==> src/rtl/mult_sched_pkg.sv <==
// mult_sched_pkg: shared types and widths for the shared-multiplier scheduler
package mult_sched_pkg;
   typedef enum logic [1:0] {IDLE, ADD, SHIFT, DONE} sched_state_t;
   localparam int N_DEF  = 8;
   localparam int ITER_W = $clog2(N_DEF);
   typedef logic port_idx_t;
endpackage

==> src/rtl/mult_seq_core.sv <==
// mult_seq_core: signed add-shift multiplier datapath (X/A/B/M registers)
module mult_seq_core #(
   parameter int N = 8
) (
   input  logic           Clk,
   input  logic           Reset_n,
   input  logic           load,
   input  logic           add_en,
   input  logic           sub_en,
   input  logic           shift_en,
   input  logic [N-1:0]   mcand,
   input  logic [N-1:0]   mplier,
   output logic [2*N-1:0] ab
);
   logic         r_x;
   logic [N-1:0] r_a, r_b, r_m;
   logic [N:0]   w_ext_a, w_ext_m, w_sum;

   // (N+1)-bit sign-extended add, or subtract on the final iteration
   always_comb begin
      w_ext_a = {r_a[N-1], r_a};
      w_ext_m = {r_m[N-1], r_m};
      w_sum   = sub_en ? w_ext_a - w_ext_m : w_ext_a + w_ext_m;
   end

   // operand load, conditional accumulate on B[0], arithmetic shift of {X,A,B}
   always_ff @(posedge Clk or negedge Reset_n) begin
      if (!Reset_n) begin
         r_x <= 1'b0;
         r_a <= '0;
         r_b <= '0;
         r_m <= '0;
      end else if (load) begin
         r_m <= mcand;
         r_b <= mplier;
         r_a <= '0;
         r_x <= 1'b0;
      end else if ((add_en || sub_en) && r_b[0]) begin
         r_a <= w_sum[N-1:0];
         r_x <= w_sum[N];
      end else if (shift_en) begin
         r_a <= {r_x, r_a[N-1:1]};
         r_b <= {r_a[0], r_b[N-1:1]};
      end
   end

   assign ab = {r_a, r_b};
endmodule

==> src/rtl/mult_share_sched.sv <==
// mult_share_sched: round-robin sharing of one signed add-shift multiplier by two ports
module mult_share_sched
   import mult_sched_pkg::*;
#(
   parameter int N = N_DEF
) (
   input  logic           Clk,
   input  logic           Reset_n,
   input  logic [1:0]     req,
   input  logic [N-1:0]   mcand0,
   input  logic [N-1:0]   mplier0,
   input  logic [N-1:0]   mcand1,
   input  logic [N-1:0]   mplier1,
   output logic [1:0]     ack,
   output logic [1:0]     done,
   output logic [2*N-1:0] prod,
   output logic           busy,
   output logic           owner
);
   localparam int IW = $clog2(N);

   sched_state_t   r_state, w_next;
   logic [IW-1:0]  r_iter;
   port_idx_t      r_last, r_owner, w_win;
   logic [1:0]     r_ack, r_done;
   logic [2*N-1:0] r_prod, w_ab;
   logic           r_busy, w_load, w_last_it;

   // winner selection, FSM next state and datapath strobes
   always_comb begin
      w_next    = r_state;
      w_win     = (req == 2'b11) ? ~r_last : req[1];
      w_load    = (r_state == IDLE) && (req != 2'b00);
      w_last_it = (r_iter == IW'(N - 1));
      case (r_state)
         IDLE:    w_next = w_load ? ADD : IDLE;
         ADD:     w_next = SHIFT;
         SHIFT:   w_next = w_last_it ? DONE : ADD;
         default: w_next = IDLE;
      endcase
   end

   mult_seq_core #(.N(N)) u_core (
      .Clk      (Clk),
      .Reset_n  (Reset_n),
      .load     (w_load),
      .add_en   ((r_state == ADD) && !w_last_it),
      .sub_en   ((r_state == ADD) && w_last_it),
      .shift_en (r_state == SHIFT),
      .mcand    (w_win ? mcand1 : mcand0),
      .mplier   (w_win ? mplier1 : mplier0),
      .ab       (w_ab)
   );

   // state, iteration counter, round-robin pointer and registered outputs;
   // prod/done are registered as DONE is left so they appear together
   always_ff @(posedge Clk or negedge Reset_n) begin
      if (!Reset_n) begin
         r_state <= IDLE;
         r_iter  <= '0;
         r_last  <= 1'b1;
         r_owner <= 1'b0;
         r_ack   <= 2'b00;
         r_done  <= 2'b00;
         r_prod  <= '0;
         r_busy  <= 1'b0;
      end else begin
         r_state <= w_next;
         r_busy  <= (w_next != IDLE);
         r_ack   <= w_load ? (w_win ? 2'b10 : 2'b01) : 2'b00;
         r_done  <= (r_state == DONE) ? (r_owner ? 2'b10 : 2'b01) : 2'b00;
         if (w_load) begin
            r_owner <= w_win;
            r_last  <= w_win;
            r_iter  <= '0;
         end else if (r_state == SHIFT && !w_last_it) begin
            r_iter <= r_iter + 1'b1;
         end
         if (r_state == DONE) r_prod <= w_ab;
      end
   end

   assign ack   = r_ack;
   assign done  = r_done;
   assign prod  = r_prod;
   assign busy  = r_busy;
   assign owner = r_owner;
endmodule

==> config.mk <==
export PLATFORM = sky130hd
export DESIGN_NAME = mult_share_sched
export DESIGN_NICKNAME = d
export VERILOG_FILES = /design/src/rtl/mult_sched_pkg.sv /design/src/rtl/mult_seq_core.sv /design/src/rtl/mult_share_sched.sv
export SDC_FILE = /design/constraint.sdc
export NUM_CORES = 1
export LEC_CHECK = 0
export BUFFER_PORTS_ARGS = -buffer_cell sky130_fd_sc_hd__buf_4
export CORE_MARGIN = 4
export CORE_UTILIZATION = 50
export DETAILED_ROUTE_END_ITERATION = 10
export HOLD_SLACK_MARGIN = 0.02
export PLACE_DENSITY = 0.73
export SETUP_SLACK_MARGIN = 0.5
export SYNTH_ARGS = -nofsm -noshare
export SYNTH_HDL_FRONTEND = slang
export SYNTH_HIERARCHICAL = 1
export SYNTH_SLANG_ARGS = --single-unit
==> constraint.sdc <==
create_clock -name Clk -period 5.7 [get_ports Clk]
set_input_delay 1.14 -clock Clk [delete_from_list [all_inputs] [get_ports Clk]]
set_output_delay 1.14 -clock Clk [all_outputs]
set_load 0.1 [all_outputs]
# == Word level (Yosys, flattened, before mapping) ==
# Cells that the tools add are included.
# word_totals
reg_bits,53
out_inout_bits,22
word_cells,58
# op_classes
n_addsub,3
eq_ne,6
n_mux,21
bitwise,1
reduce_logical,15
# ops
cell,n
$mux 8,8
$mux 2,5
$reduce_bool 2->1,5
$add 8x8->9,1
$mux 9,1
$sub 8x8->9,1
$eq 2x2->1 const B,3
$mux 3,2
$pmux 2 s3,1
$logic_and 1x1->1,5
$mux 1,4
$add 3x1->3 const B,1
$eq 3x3->1 const B,1
$reduce_bool 3->1,1
$eq 2x1->1 const B,1
$logic_not 2->1,1
$ne 2x2->1 const B,1
$reduce_and 2->1,1
$logic_not 1->1,1
$logic_or 1x1->1,1
$not 1->1,1

# == Longest topological paths before layout ==
# Gate-level depths: netlist of the first run.
# depth
word_depth,7
mapped_depth,12
ltp_nobuf,11

# == Hierarchy ==
# The synthesis of the first run kept the hierarchy.
# modules_own_cells
mod,n_inst,cells_each,area_each_um2,seq_area_each_um2
mult_seq_core,1,169,1645.3,625.6
mult_share_sched,1,95,1366.3,701.9

# == Least setup slack after synthesis of the first run ==
# OpenSTA, ideal clock, no wires.
# synth_timing
kind,register to register
start,reg r_iter[0]
end,reg u_core.r_a[7]
arrival_ns,2.639
required_time_ns,5.631
slack_ns,2.993
stages_incl_launch_ff,12
synth_period_minus_slack_ns,2.707
cell_sequence,dfrtp_1 > ha_1 > ha_1 > nor3b_1 > buf_4 > mux2i_1 > ha_1 > nor2b_1 > o21ai_0 > a21boi_0 > or4b_1 > nand3_1
# synth_between
elab_chain_len,7
elab_cells_between_ends,10
# synth_rtl
element,line,source
from (decl),mult_share_sched.sv:23,logic [IW-1:0] r_iter;
from (signal assigned),mult_share_sched.sv:77,r_iter <= r_iter + 1'b1;
$eq 3x3->1 *,mult_share_sched.sv:34,w_last_it = (r_iter == IW'(N - 1));
$logic_not 1->1,mult_share_sched.sv:47,".add_en ((r_state == ADD) && !w_last_it),"
$logic_and 1x1->1,mult_share_sched.sv:47,
$logic_or 1x1->1,mult_seq_core.sv:38,end else if ((add_en || sub_en) && r_b[0]) begin
$logic_and 1x1->1,mult_seq_core.sv:38,
$mux 8,mult_seq_core.sv:38,
$mux 8,mult_seq_core.sv:33,end else if (load) begin
to (signal assigned),mult_seq_core.sv:39,r_a <= w_sum[N-1:0];
to (signal assigned),mult_seq_core.sv:42,"r_a <= {r_x, r_a[N-1:1]};"
to (decl),mult_seq_core.sv:16,"logic [N-1:0] r_a, r_b, r_m;"
# Every way passes the cells marked *; elsewhere a longest branch is shown, timed or not.
# A chain may end at the register's enable or synchronous reset.

# == Final worst setup path of the first run ==
# Ends and elaborated chain as after synthesis.

==> results list, run 1 <==
- Synthesis produced 264 cells.
- By area the synthesized netlist is led by sky130_fd_sc_hd__dfrtp_1 43%, sky130_fd_sc_hd__mux2_2 12%, sky130_fd_sc_hd__ha_1 5.0%.
* EDFF count, synth: 0
- Post-detailed-route via-to-cell ratio: 5.414
- Number of pins with negative max-slew slack in the final report: 0
- The worst path in the final design needs a cycle of 2.977 ns, including I/O delays and setup.
- Counting every net in the synthesized netlist gives 313.
- Post-Synth Adder-Cell Area: 0.05650
* Worst clock skew: 0.007334 ns
* Area fraction in compound gates after synthesis: 0.1280
- Post-CTS timing repair inserted 0 buffers for setup.
- Ant diodes: 0
- In this run, synthesis produced a sequential element count of 53.
* Final #Nets: 369
- Number of H-tree levels: 2
- For the worst setup path, the data arrival time is 3.22 ns.
- Max-cap violations: 0
- Netlist cell types: 47
- Result of the run: finished clean
- In this run the worst path has a maximum fanout of 11.
* Insertion delay of the later-clocked pin in the worst-skew pair: 0.30 ns
- Max Buffers Root-to-Sink: 2
- Of the total synthesized cell area, the portion taken by AND, OR, NAND and NOR gates is 0.09265.
- Type of the tightest min-delay check: register to register
* Global-route wire length before repair: 10200 um
- Clock input transition at the sequential cells of the worst setup and hold paths: 0.10 ns
- Compared with the post-synthesis result, the final layout area differs by 18.07%.
* Setup total negative slack: 0 ns
- Fmax: 335.9 MHz
- Post-synthesis instance area: 3012 sq um
- Root buffer selected by CTS: sky130_fd_sc_hd__clkbuf_8
- In this run the count of I/O pins placed on the die edge is 58.
- After synthesis, the mean cell area works out to 11.41 sq um.
- Fraction of final layout cells with drive strength greater than 1: 0.3551
- TritonCTS built the clock tree.
- Crit end category: register
- After detailed routing, the average wire length per cell comes to 14.75 um.
* Async S/R FF share, synth: 1.000
- Detailed router's first-iteration violation count: 131
- For this run, design rule violations remaining after detail routing come to 0.
- Most used standard cells in the synthesized netlist: 52 x sky130_fd_sc_hd__dfrtp_1, 31 x sky130_fd_sc_hd__mux2_2, 17 x sky130_fd_sc_hd__nor2_1
- Clock tree synthesis inserted a total of 5 buffers.
- Measured along the x axis, the die boundary spans 85.61 um.
- The number of hold buffers added after CTS was 0.
- By area, the combinational part of the netlist is dominated by multiplexers.
* Area share of xor/xnor cells in the synthesized design: 0.03490
- Area leader, netlist: sky130_fd_sc_hd__dfrtp_1
- Setup repair after global routing left no endpoint under its margin.
- Post-synthesis sequential area ratio: 0.4408
* Global Route Usage Sum: 0.1709
- Die area: 7329 sq um
- Count of endpoints failing setup in the final report: 0
* TritonRoute pass-1 iters: 4
- Port Buffers: 57
- Remaining number of nets flagged by the antenna check after routing: 0
- The initial antenna violation count came to 0.
- During synthesis, Yosys emitted a total of 6 warnings.
* Transition at the pin with the smallest max-transition slack: 0.8300 ns
* Count of clock tree sinks: 53
- Once detailed placement completed, the half-perimeter wirelength came to 4302 um.
- STA classifies the critical path startpoint as a register.
- Detailed-route wire length: 5840 um
- Commonest register cell after synthesis: sky130_fd_sc_hd__dfrtp_1
- Count of endpoints failing hold in the final timing report: 0
- Of the post-synthesis cell area, the dominant cell type holds 0.4321.
* Initial Utilization: 0.5117
- sky130_fd_sc_hd__dfrtp_1 is the most common cell in the netlist.
- At the worst endpoint, the required time is 5.94 ns.
* Total congestion overflow: 0
- Largest net degree at the start of global routing: 54
- After floorplanning, the core was sized to cover 5886 sq um.
* Floorplan row count: 28
* Multiplexer fraction of the synthesized cell area: 0.2040
- Fraction of the cycle the final worst path needs: 0.5223
- Gates resized during post-CTS repair numbered 0.
- Vias in the first global route: 2198
* Number of vias in the routed layout: 2144
- Die extent in y: 85.61 um
* GP Congestion: 0.8386
- The critical path in this run is classified as register to register.
- In this run the tightest slew margin relative to its limit is 0.4467.
## logic make-up after synthesis
logic type / count (synthesis)
adders and majority gates: 13
buffers and inverters: 20
DFF: 53
AOI/OAI and AO/OA: 57
muxes: 53
xor gates and xnor gates: 12
and+or+nand+nor: 56
## path summary, 6_finish.rpt
kind	start	end	slack, ns	cells past startpoint
setup / recovery	r_iter[0]	u_core/r_a[7]	2.72	11
hold / removal	u_core/r_b[2]	u_core/r_b[2]	0.51	2
setup reg to reg	r_iter[0]	u_core/r_a[7]	2.72	11
hold reg to reg	u_core/r_b[2]	u_core/r_b[2]	0.51	2
max in group asynchronous	Reset_n	prod[7]	4.41	1
min in group asynchronous	Reset_n	done[1]	0.86	1
## state kept, by name (all words and copies together), names as in the netlist
register    flops
busy            1
r_state         2
u_core/r_x      1
r_last          1
u_core/r_a      8
done            2
prod           16
u_core/r_m      8
r_iter          3
ack             2
owner           1
u_core/r_b      8
## placed cells by master, fill, tap and decap left out, types with 2 or more instances in the layout
master,netlist,final
sky130_fd_sc_hd__nand2_1,15,15
sky130_fd_sc_hd__o21ai_0,15,15
sky130_fd_sc_hd__o21a_1,3,3
sky130_fd_sc_hd__nand3_1,3,3
sky130_fd_sc_hd__mux2i_1,13,13
sky130_fd_sc_hd__nor3b_1,3,3
sky130_fd_sc_hd__mux2_2,31,31
sky130_fd_sc_hd__buf_4,2,60
sky130_fd_sc_hd__or3_1,2,2
sky130_fd_sc_hd__xor2_1,3,3
sky130_fd_sc_hd__a211oi_1,7,7
sky130_fd_sc_hd__nor3_1,5,5
sky130_fd_sc_hd__inv_1,9,9
sky130_fd_sc_hd__or4b_1,2,2
sky130_fd_sc_hd__xnor2_1,9,9
sky130_fd_sc_hd__a21o_1,2,2
sky130_fd_sc_hd__a21boi_0,2,2
sky130_fd_sc_hd__nor2b_1,3,3
sky130_fd_sc_hd__mux2_4,9,9
sky130_fd_sc_hd__dfrtp_1,52,52
sky130_fd_sc_hd__a21oi_1,9,9
sky130_fd_sc_hd__ha_1,12,12
sky130_fd_sc_hd__o31ai_1,2,2
sky130_fd_sc_hd__nor2_1,17,17
sky130_fd_sc_hd__a31oi_1,4,4
sky130_fd_sc_hd__clkbuf_8,0,6
sky130_fd_sc_hd__a22o_1,5,5
## layer usage
layer	global-route usage	vias to the layer above	wire, um
met1	0.2269	1026	2787
met3	0.03458	2	269
met2	0.2832	53	2744
met5	0	-	0
met4	0.05036	0	39
li1	-	1063	-
## final cells by class
class	count	area, sq um
Multi-Input combinational cell	191	1554
Clock inverter	2	13.76
Fill cell	495	2330
Inverter	9	33.78
Clock buffer	6	82.58
Tap cell	75	93.84
Timing Repair Buffer	60	450.4
Sequential cell	53	1328
## critical path: stages (launching register included)
cell and delay, ns:
sky130_fd_sc_hd__dfrtp_1 0.39, sky130_fd_sc_hd__ha_1 0.19, sky130_fd_sc_hd__ha_1 0.17, sky130_fd_sc_hd__nor3b_1 0.19, sky130_fd_sc_hd__buf_4 0.21, sky130_fd_sc_hd__mux2i_1 0.32
sky130_fd_sc_hd__ha_1 0.29, sky130_fd_sc_hd__nor2b_1 0.12, sky130_fd_sc_hd__o21ai_0 0.18, sky130_fd_sc_hd__a21boi_0 0.22, sky130_fd_sc_hd__or4b_1 0.54, sky130_fd_sc_hd__nand3_1 0.09
## metrics by stage
stage	util	hold slack, ns	area (sq um)	cells	setup WS, ns
after global routing	0.6042	0.5256	3556	396	2.479
after floorplan	-	0.4668	3012	264	2.993
after global placement	0.5878	0.4845	3460	388	2.818
after CTS	0.6042	0.5144	3556	396	2.713
after detailed placement	0.5878	0.4919	3460	388	2.739
final	0.6042	0.5074	3556	396	2.723
Power of run 1 is not shown: default switching activity piles up to over one toggle a cycle in this logic, so the estimate is an artifact.
==> run 2, diff against run 1 <==
==> constraint.sdc (replaced) <==
create_clock -name Clk -period 3 [get_ports Clk]
set_input_delay 0.6 -clock Clk [delete_from_list [all_inputs] [get_ports Clk]]
set_output_delay 0.6 -clock Clk [all_outputs]
set_load 0.1 [all_outputs]
==> run 2 against run 1 <==
  * Die area unchanged
  * Utilization up 3.0 points
  * Register-to-register slack worse by 2.4 ns
  * Non-clock buffer count up 12
  * Sequential share of layout area down 1.8 points
  * Global-route usage up 1.0 points
  * Critical endpoint is now u_core/r_x
==> results list, run 2 (synthesis gave the netlist of run 1 again) <==
* GR met2 Demand/Resource: 0.3008 (was 0.2832)
* Crit end category: register (unchanged)
* Fraction of final layout cells with drive strength greater than 1: 0.4144 (was 0.3551)
* Vias in the first global route: 2296 (was 2198)
- Setup repair after global routing missed its margin: yes (was no).
- The number of iterations in the first detailed-routing pass is 4 (unchanged).
- The buffer depth of the longest clock path is 2 (unchanged).
* Result of the run: finished clean (unchanged)
* TritonCTS clock tree: yes (unchanged)
* Largest fanout of any net on the critical path: 9 (was 11)
- Count of endpoints failing hold in the final timing report: 0 (unchanged)
- The HPWL after detailed placement was 4540 um (was 4302 um).
- Initial antenna violation count: 0 (unchanged)
* Time the worst path needs with I/O delays and setup: 2.638 ns (was 2.977 ns)
* Root buffer selected by CTS: sky130_fd_sc_hd__clkbuf_8 (unchanged)
- Number of H-tree levels: 2 (unchanged)
* Relative max-transition margin: 0.5232 (was 0.4467)
* Largest net degree at the start of global routing: 54 (unchanged)
- Global-route wire length before repair: 10610 um (was 10200 um)
- The die outline width is 85.61 um (unchanged).
- Type of the worst setup path: register to register (unchanged)
* Most frequent cells in the layout: 70 x sky130_fd_sc_hd__buf_4, 52 x sky130_fd_sc_hd__dfrtp_1, 31 x sky130_fd_sc_hd__mux2_2 (was 60 x sky130_fd_sc_hd__buf_4, 52 x sky130_fd_sc_hd__dfrtp_1, 31 x sky130_fd_sc_hd__mux2_2)
* Number of vias in the routed layout: 2236 (was 2144)
* Count of clock tree sinks: 53 (unchanged)
- Die extent in y: 85.61 um (unchanged)
- Worst clock skew: 0.01575 ns (was 0.007334 ns)
- Detailed router's first-iteration violation count: 108 (was 131)
- Crit path launch type: register (unchanged)
- Clock input transition at the sequential cells of the worst setup and hold paths: 0.10 ns (about the same)
- The worst slack at placement is -0.02998 ns (was 2.739 ns).
* Fillers: 455 (was 495)
- The area of the multi-input gates is 1634 sq um (was 1554 sq um).
- The DRC violation count after routing was 0 (unchanged).
* GR Layer Usage met1: 0.2366 (was 0.2269)
* Most frequent standard cell in the layout excluding fill and tap cells: sky130_fd_sc_hd__buf_4 (unchanged)
- The total detailed-routing wirelength was 6485 um (was 5840 um).
* Transition at the pin with the smallest max-transition slack: 0.7133 ns (was 0.8300 ns)
* Port Buffers: 57 (unchanged)
* Ant diodes: 0 (unchanged)
- The final net count was 381 (was 369).
* Remaining number of nets flagged by the antenna check after routing: 0 (unchanged)
* Post-cts hold buffer count: 0 (unchanged)
- Post-detailed-route via-to-cell ratio: 5.480 (was 5.414)
- The count of final setup violators is 0 (unchanged).
- Layout overhead on the synthesized area: 24.01% (was 18.07%)
* Initial Utilization: 0.5117 (unchanged)
- The max-cap violation count is 0 (unchanged).
* Crit path DAT: 2.86 ns (was 3.22 ns)
- Number of flip-flops under the largest register name: 16 (unchanged)
- Floorplan row count: 28 (unchanged)
- The sequential standard cell area was 1328 sq um (unchanged).
* Global Route Usage Sum: 0.1812 (was 0.1709)
- The area inside the core boundary came to 5886 sq um (unchanged).
- Met3 global-route usage: 0.03842 (was 0.03458)
- The data required time at the worst endpoint came to 3.22 ns (was 5.94 ns).
- The total congestion overflow was 0 (unchanged).
- The max-slew violation total from the final report is 0 (unchanged).
* Io pins: 58 (unchanged)
* Type of the tightest min-delay check: input port to asynchronous set/reset pin (was register to register)
- Worst setup slack after layout: 0.3616 ns (was 2.723 ns)
- The clock latency on the worst-skew pair was 0.31 ns (was 0.30 ns).
- Total clock buffers created by CTS: 5 (unchanged)
- Grt peak-use layer: met2 (unchanged)
* GP Congestion: 0.8199 (was 0.8386)
- The achievable frequency was 379.0 MHz (was 335.9 MHz).
* Die area: 7329 sq um (unchanged)
- Fraction of the cycle the final worst path needs: 0.8795 (was 0.5223)
- The wire length per cell after detailed routing came to 15.89 um (was 14.75 um).
## run 2: cell types whose count changed in the layout (fill, tap and decap cells not counted), sizes merged
cell | previous run | this run
buf | 60 | 72
clkinv | 2 | 1
clkinvlp | 0 | 1
## run 2: per-layer routing
layer	part of all wire	vias up	routed length (um)
li1	-	1092	-
met1	0.44	1077	2835
met2	0.50	56	3227
met3	0.048	11	313
met4	0.017	0	108
met5	0	-	0
## run 2: worst paths after layout
kind	slack, ns	cells after the start	from	to
setup / recovery	0.36	13	r_iter[1]	u_core/r_x
hold / removal	0.31	1	Reset_n	ack[1]
setup reg to reg	0.36	13	r_iter[1]	u_core/r_x
hold reg to reg	0.49	1	owner	done[0]
max in group asynchronous	2.26	1	Reset_n	prod[10]
min in group Clk	0.49	2	req[0]	r_last
## run 2: metrics by stage
stage | instance area (sq um) | util | hold slack (ns) | setup TNS (ns) | std cells
3_3_place_gp | 3502 | 0.5950 | 0.4875 | 0 | 390
6_report | 3735 | 0.6346 | 0.3081 | 0 | 408
2_1_floorplan | 3039 | - | 0.3044 | 0 | 264
4_1_cts | 3666 | 0.6229 | 0.3328 | 0 | 403
5_1_grt | 3735 | 0.6346 | 0.3561 | 0 | 408
3_5_place_dp | 3502 | 0.5950 | 0.4859 | -0.02998 | 390
## run 2: cell type report
type,instances,area share
multi-input cells,191,0.4375
clock inverters,2,0.004355
inverters,9,0.009045
well taps,75,0.02513
repair buffers,72,0.1491
flip-flops and latches,53,0.3554
clock buffers,6,0.01943
## run 2: repair_timing
action	CTS	global route
pin swaps	4	3
gates resized for setup	5	7
setup endpoints to repair	8	8
setup buffers	5	5
## run 2: worst max-delay path: stages (launching register included)
cell and delay (ns):
sky130_fd_sc_hd__dfrtp_1 0.40, sky130_fd_sc_hd__ha_2 0.22, sky130_fd_sc_hd__ha_4 0.16, sky130_fd_sc_hd__nor3b_4 0.15, sky130_fd_sc_hd__buf_12 0.14, sky130_fd_sc_hd__buf_4 0.14
sky130_fd_sc_hd__a21oi_2 0.11, sky130_fd_sc_hd__xnor2_1 0.09, sky130_fd_sc_hd__ha_1 0.37, sky130_fd_sc_hd__nand4_1 0.10, sky130_fd_sc_hd__a21oi_1 0.12, sky130_fd_sc_hd__and3b_1 0.22
sky130_fd_sc_hd__xnor2_2 0.14, sky130_fd_sc_hd__a211oi_2 0.18
Power of run 2 is left out for the same reason.
